<file path="src/rtl/glay_kernel_request_arbiter_if.sv">
// Request/grant bus between the request sources, the arbiter and the request-out FIFO.
// master: arbiter side; slave: the sources plus the FIFO that consumes the registered packet.
interface glay_kernel_request_arbiter_if #(
  parameter int NUM_REQUESTERS = 4,
  parameter int ID_WIDTH       = $clog2(NUM_REQUESTERS),
  parameter int PAYLOAD_WIDTH  = 64
);
  logic [NUM_REQUESTERS-1:0]                    arbiter_req_in_valid;
  logic [NUM_REQUESTERS-1:0][PAYLOAD_WIDTH-1:0] arbiter_req_in_payload;
  logic [NUM_REQUESTERS-1:0]                    arbiter_grant_out;
  logic                                         arbiter_req_out_valid;
  logic [PAYLOAD_WIDTH-1:0]                     arbiter_req_out_payload;
  logic [ID_WIDTH-1:0]                          arbiter_req_out_id;

  modport master (
    input  arbiter_req_in_valid,
    input  arbiter_req_in_payload,
    output arbiter_grant_out,
    output arbiter_req_out_valid,
    output arbiter_req_out_payload,
    output arbiter_req_out_id
  );

  modport slave (
    output arbiter_req_in_valid,
    output arbiter_req_in_payload,
    input  arbiter_grant_out,
    input  arbiter_req_out_valid,
    input  arbiter_req_out_payload,
    input  arbiter_req_out_id
  );
endinterface

</file>
<file path="src/rtl/glay_kernel_request_arbiter.sv">
// Round-robin arbiter sharing one cache request channel between kernel request sources.
// Optional per-source saturating grant counters are built when GLAY_ARBITER_STATS_EN is defined.
//
// state     | meaning
// ----------|-------------------------------------------------------------
// ARB_RESET | leaving reset, no grants
// ARB_IDLE  | arbitration disabled or FIFO setup in progress, no grants
// ARB_BUSY  | granting, subject to prog_full / fifo setup backpressure
module glay_kernel_request_arbiter #(
  parameter int NUM_REQUESTERS = 4,
  parameter int ID_WIDTH       = $clog2(NUM_REQUESTERS),
  parameter int COUNTER_WIDTH  = 32
) (
  input  logic                     ap_clk,
  input  logic                     areset,
  glay_kernel_request_arbiter_if.master arb,
  input  logic                     downstream_prog_full,
  input  logic                     fifo_setup_signal,
  input  logic                     arbiter_enable,
  output logic                     arbiter_idle,
  output logic [COUNTER_WIDTH-1:0] arbiter_grant_count [NUM_REQUESTERS]
);

  typedef enum logic [1:0] {
    ARB_RESET = 2'd0,
    ARB_IDLE  = 2'd1,
    ARB_BUSY  = 2'd2
  } arb_state_t;

  arb_state_t                state_q;
  arb_state_t                state_d;
  logic [ID_WIDTH-1:0]       last_grant_q;
  logic [ID_WIDTH-1:0]       winner;
  logic [ID_WIDTH-1:0]       cand;
  logic [NUM_REQUESTERS-1:0] grant_vec;
  logic                      grant_any;
  logic                      can_grant;
  logic                      out_valid_q;
  logic [ID_WIDTH-1:0]       out_id_q;
  logic                      idle_q;

  always_ff @(posedge ap_clk) begin
    if (areset) state_q <= ARB_RESET;
    else        state_q <= state_d;
  end

  always_comb begin
    state_d = state_q;
    unique case (state_q)
      ARB_RESET: state_d = ARB_IDLE;
      ARB_IDLE:  if (arbiter_enable && !fifo_setup_signal) state_d = ARB_BUSY;
      ARB_BUSY:  if (!arbiter_enable || fifo_setup_signal) state_d = ARB_IDLE;
      default:   state_d = ARB_RESET;
    endcase
  end

  // Search starts one past the last winner; the first valid source found wins.
  always_comb begin
    can_grant = (state_q == ARB_BUSY) & ~downstream_prog_full & ~fifo_setup_signal & ~areset;
    grant_vec = '0;
    grant_any = 1'b0;
    winner    = last_grant_q;
    cand      = '0;
    for (int k = 1; k <= NUM_REQUESTERS; k++) begin
      cand = ID_WIDTH'((int'(last_grant_q) + k) % NUM_REQUESTERS);
      if (can_grant && !grant_any && arb.arbiter_req_in_valid[cand]) begin
        grant_any       = 1'b1;
        winner          = cand;
        grant_vec[cand] = 1'b1;
      end
    end
  end

  // Payload and ID carry no reset; only the valid/idle flags and the pointer do.
  always_ff @(posedge ap_clk) begin
    if (areset) begin
      out_valid_q  <= 1'b0;
      idle_q       <= 1'b1;
      last_grant_q <= ID_WIDTH'(NUM_REQUESTERS - 1);
    end else begin
      out_valid_q <= grant_any;
      idle_q      <= ~|arb.arbiter_req_in_valid & ~out_valid_q;
      if (grant_any) last_grant_q <= winner;
    end
    if (grant_any) begin
      arb.arbiter_req_out_payload <= arb.arbiter_req_in_payload[winner];
      out_id_q                    <= winner;
    end
  end

  assign arb.arbiter_grant_out     = grant_vec;
  assign arb.arbiter_req_out_valid = out_valid_q;
  assign arb.arbiter_req_out_id    = out_id_q;
  assign arbiter_idle              = idle_q;

`ifdef GLAY_ARBITER_STATS_EN
  logic [COUNTER_WIDTH-1:0] count_q [NUM_REQUESTERS];
  logic                     stats_clear;

  assign stats_clear = (state_q == ARB_IDLE) && (state_d == ARB_BUSY);

  // Counters saturate rather than wrap so long profiling runs never read low.
  always_ff @(posedge ap_clk) begin
    for (int i = 0; i < NUM_REQUESTERS; i++) begin
      if (areset || stats_clear)
        count_q[i] <= '0;
      else if (grant_vec[i] && (count_q[i] != '1))
        count_q[i] <= count_q[i] + COUNTER_WIDTH'(1);
    end
  end

  assign arbiter_grant_count = count_q;
`else
  always_comb begin
    for (int i = 0; i < NUM_REQUESTERS; i++) arbiter_grant_count[i] = '0;
  end
`endif

endmodule
</file>
<file path="src/flat_wrapper.sv">
// flat-port wrapper written by rule: the top's interface ports become plain ports
module glay_kernel_request_arbiter_flat 
#(
  parameter int NUM_REQUESTERS = 4,
  parameter int ID_WIDTH       = $clog2(NUM_REQUESTERS),
  parameter int COUNTER_WIDTH  = 32
)
  (ap_clk, areset, downstream_prog_full, fifo_setup_signal, arbiter_enable, arbiter_idle, arbiter_grant_count, arb_arbiter_req_in_valid, arb_arbiter_req_in_payload, arb_arbiter_grant_out, arb_arbiter_req_out_valid, arb_arbiter_req_out_payload, arb_arbiter_req_out_id);
  glay_kernel_request_arbiter_if #(.NUM_REQUESTERS(NUM_REQUESTERS), .ID_WIDTH(ID_WIDTH)) arb_i ();
  input  logic ap_clk;
  input  logic areset;
  input  logic downstream_prog_full;
  input  logic fifo_setup_signal;
  input  logic arbiter_enable;
  output logic arbiter_idle;
  output logic [COUNTER_WIDTH-1:0] arbiter_grant_count[NUM_REQUESTERS];
  input wire logic [$bits(arb_i.arbiter_req_in_valid)-1:0] arb_arbiter_req_in_valid;
  input wire logic [$bits(arb_i.arbiter_req_in_payload)-1:0] arb_arbiter_req_in_payload;
  output wire logic [$bits(arb_i.arbiter_grant_out)-1:0] arb_arbiter_grant_out;
  output wire logic [$bits(arb_i.arbiter_req_out_valid)-1:0] arb_arbiter_req_out_valid;
  output wire logic [$bits(arb_i.arbiter_req_out_payload)-1:0] arb_arbiter_req_out_payload;
  output wire logic [$bits(arb_i.arbiter_req_out_id)-1:0] arb_arbiter_req_out_id;
  assign arb_i.arbiter_req_in_valid = arb_arbiter_req_in_valid;
  assign arb_i.arbiter_req_in_payload = arb_arbiter_req_in_payload;
  assign arb_arbiter_grant_out = arb_i.arbiter_grant_out;
  assign arb_arbiter_req_out_valid = arb_i.arbiter_req_out_valid;
  assign arb_arbiter_req_out_payload = arb_i.arbiter_req_out_payload;
  assign arb_arbiter_req_out_id = arb_i.arbiter_req_out_id;
  glay_kernel_request_arbiter #(.NUM_REQUESTERS(NUM_REQUESTERS), .ID_WIDTH(ID_WIDTH), .COUNTER_WIDTH(COUNTER_WIDTH)) u_core (.ap_clk(ap_clk), .areset(areset), .arb(arb_i), .downstream_prog_full(downstream_prog_full), .fifo_setup_signal(fifo_setup_signal), .arbiter_enable(arbiter_enable), .arbiter_idle(arbiter_idle), .arbiter_grant_count(arbiter_grant_count));
endmodule
</file>
<file path="config.mk">
export PLATFORM = sky130hd
export DESIGN_NAME = glay_kernel_request_arbiter_flat
export DESIGN_NICKNAME = d
export VERILOG_FILES = /design/src/rtl/glay_kernel_request_arbiter_if.sv /design/src/rtl/glay_kernel_request_arbiter.sv /design/src/flat_wrapper.sv
export SDC_FILE = /design/constraint.sdc
export NUM_CORES = 1
export LEC_CHECK = 0
export CAP_MARGIN = 5
export CELL_PAD_IN_SITES_DETAIL_PLACEMENT = 1
export CELL_PAD_IN_SITES_GLOBAL_PLACEMENT = 1
export CORE_AREA = 5 5 180 182
export CTS_CLUSTER_SIZE = 24
export DETAILED_ROUTE_END_ITERATION = 7
export DIE_AREA = 0 0 185 187
export PLACE_DENSITY_LB_ADDON = 0.1
export SLEW_MARGIN = 10
export SYNTH_ARGS = -nofsm -noshare
export SYNTH_HDL_FRONTEND = slang
export SYNTH_SLANG_ARGS = --single-unit
</file>
<file path="constraint.sdc">
create_clock -name ap_clk -period 7.5 [get_ports ap_clk]
set_input_delay 1.875 -clock ap_clk [delete_from_list [all_inputs] [get_ports ap_clk]]
set_output_delay 1.875 -clock ap_clk [all_outputs]
set_load 0.005 [all_outputs]
</file>
==> parameters.txt <==
Parameter                              Value

Yosys
  Proportion of netlist area held by the largest area contributor ... 0.385
  Largest cells by area after synthesis ... edfxtp_1 39%, mux4_2 30%, buf_4 20%
  Dominant cell type by area after synthesis ... edfxtp_1
  Post-Syn Instances ... 340
  Count of warnings emitted by yosys ... 0
  Syn_area_per_cell ... 15.1 um^2
  Share of synthesized area occupied by flip-flops and latches ... 0.409
  Number of synthesized register bits ... 72
  Post-synthesis cell area ... 0.00514 mm^2
  Distinct cells, synth ... 33

Power
  Highest ir drop seen on vdd ... 0.0993 mV
  Power per unit of standard cell area ... 129 mW/mm^2
  Leak ... 0.00314 uW
  Post-layout total power ... 1130 uW

Floorplan
  Width of the die ... 185 um
  Top Ports ... 465
  Die height ... 187 um
  Area of the core ... 0.0304 mm^2
  Cell row count ... 64
  DIE AREA ... 0.0346 mm^2
  Effective utilization at floorplan ... 0.169

Detailed routing
  Length of routed met3 wiring ... 1.83 mm
  Uppermost layer routed ... met4
  Via Count ... 3923
  Detailed-router iteration count before antenna repair ... 4
  ANT nets after route ... 0
  Number of DRC markers after the initial detailed-route iteration ... 88
  Routed wire length on met2 ... 12.1 mm
  Routed metal-1 wirelength ... 7.71 mm
  Routed wire length ... 22.0 mm
  Post-detailed-route via-to-cell ratio ... 3.65
  Routed length per placed instance ... 20.4 um
  Remaining design rule violation count ... 0

Place
  Number of instances in the placed design ... 1057
  Number of port buffers ... 336
  Half-perimeter wire length after placement ... 18.2 mm
  Final estimated routing congestion in global placement ... 0.801

STA
  Achievable clock frequency ... 149 MHz
  Pin slew with the least headroom to its limit ... 1.04 ns
  Setup total negative slack ... 0 ns
  Crit path time final ... 6.71 ns
  Count of final hold-check violations ... 0
  Skew final ... 0.00723 ns
  Setup repair after global routing missed its margin ... false
  Max-slew headroom at the worst pin ... 0.309
  Fin crit share ... 0.894
  Final-report setup violation count ... 0
  Total count of max-transition violations in the final report ... 0

Clock network
  Level count of the clock H-tree ... 3
  Buffer depth of the longest clock path ... 2
  PostCTS Resize Cnt ... 0
  Clock tree from TritonCTS ... built
  Number of buffers inserted during clock tree synthesis ... 9
  Sink Count ... 72
  Setup Buffers After CTS ... 0
  Clock latency at the later pin of the worst-skew pair ... 0.34 ns
  Root buf cell ... clkbuf_16
  Post-CTS Hold Buffers ... 0
  CTS clock-pin slew for the worst setup and hold paths ... 0.06 ns

Worst setup path
  Cell family with the largest share of critical-path delay ... simple AND/OR/NAND/NOR gates
  Worst Setup Path Type ... input pin to output pin
  Critical path, cell by cell ... clkdlybuf4s50_1 -> or4b_1 -> or2_1 -> nor4b_1 -> a22oi_1 -> o21ai_0 -> clkdlybuf4s50_1
  Critical path launch point type ... input pin
  Buffering stage count on the worst path with inverters included ... 2
  Stage delay of the slowest cell on the critical path ... 0.69 ns
  Endpoint type of the worst setup path ... output pin
  Worst-path maximum fanout ... 11
  Worst endpoint required time ... 5.62 ns
  Dominant cell type by count on the critical path ... clkdlybuf4s50_1
  Data arrival, critical path ... 4.83 ns
  Cell with the largest stage delay on the worst path ... nor4b_1

GRT
  Aggregate global-route resource usage ... 0.120
  Global-route wire length before repair ... 30.7 mm
  GR Overflow Total ... 0
  Pin count of the biggest net entering global routing ... 67
  Via count of the first global-routing pass ... 4487
  Initial antenna violation count ... 1

Run
  Max-capacitance violation count ... 0

Finish
  Final standard cell utilization of the core ... 0.288
  Final net count ... 945
  Fraction of layout instances using a drive strength above 1 ... 0.142
  Growth of design area from synthesis to finish ... 70.3%
  Non-filler instance count after layout ... 1074

Min path
  Path type of the worst min-delay path ... flip-flop to flip-flop

Status
  Run status ... complete, no violations
[sequential cells by signal, summed over array words and instances, names as in the netlist]
register / flops
u_core.arb.arbiter_req_out_payload: 64
u_core.arb.arbiter_req_out_valid: 1
u_core.arb.arbiter_req_out_id: 2
u_core.state_q: 2
u_core.last_grant_q: 2
u_core.arbiter_idle: 1
[metal layers]
layer  global-route usage  vias to the layer above
met5                    0                        -
met4               0.0302                        0
met3               0.0346                       16
met2                0.230                      237
met1                0.128                     1939
li1                     -                     1731
[logic make-up after synthesis]
family / share of synthesized area
AO/OA/AOI/OAI: 0.0270
XOR/XNOR: 0.00341
adder cells (fa/ha/maj): 0.0214
buffers and inverters: 0.216
flip-flops: 0.409
multiplexers: 0.302
other: 0.000729
AND/OR/NAND/NOR: 0.0202
[stage by stage]
step	worst slack [ns]	hold WS, ns	area (um^2)
after global placement	0.859	0.502	8430
after floorplan	1.42	0.444	5620
after global routing	0.557	0.527	8760
after CTS	0.754	0.501	8760
final	0.793	0.507	8760
after detailed placement	0.765	0.479	8430
[placed cells by master (no fill, tap or decap), drive strengths merged, types with 2 or more instances in the layout]
cell           synthesis  layout
or2                    3       3
o21ai                  4       4
mux2                   2       2
nor2                   3       3
ha                     8       8
clkinvlp               0       2
nor2b                  2       2
conb                   1     128
bufinv                 0       2
dfxtp                  6       6
nor3                   2       2
clkbuf                 1      10
a211oi                 2       2
nand2                  2       2
inv                    6       7
mux4                  68      68
buf                  144       3
edfxtp                66      66
a22oi                  8       8
clkdlybuf4s50          0     336
[cells in the mapped netlist (all sizes together)]
master,instances
nor4b,1
buf,144
mux4,68
edfxtp,66
nor2b,2
nor2,3
or4b,1
mux2,2
ha,8
a22oi,8
inv,6
xnor2,1
nor3,2
and3,1
a221oi,1
nand2,2
maj3,1
a22o,1
xor2,1
or2,3
a211o,1
a21oi,1
o41ai,1
clkbuf,1
dfxtp,6
conb,1
a211oi,2
nand2b,1
o21ai,4
[path summary, 6_finish.rpt]
path | startpoint | endpoint | slack [ns] | depth (start not counted)
setup / recovery | areset | arb_arbiter_grant_out[2] | 0.79 | 7
hold / removal | u_core.arb.arbiter_req_out_valid | u_core.arbiter_idle | 0.51 | 1
setup reg to reg | u_core.last_grant_q[0] | u_core.arb.arbiter_req_out_payload[49] | 3.63 | 6
hold reg to reg | u_core.arb.arbiter_req_out_valid | u_core.arbiter_idle | 0.51 | 1
[power by group]
part | internal, uW | switching [uW]
combinational | 155 | 58.2
sequential | 441 | 1.37
clock | 293 | 182
total | 889 | 241
[area by class of cell]
cell class / instances / area [um^2]
fill: 3352 / 21700
timing repair buffer: 339 / 3390
multi-input combinational: 244 / 2430
sequential: 72 / 2100
tap: 396 / 495
clock buffer: 10 / 229
clock inverter: 6 / 92.6
inverter: 6 / 22.5
antenna: 1 / 2.50
Note: power is estimated with default switching activity, not from simulation.
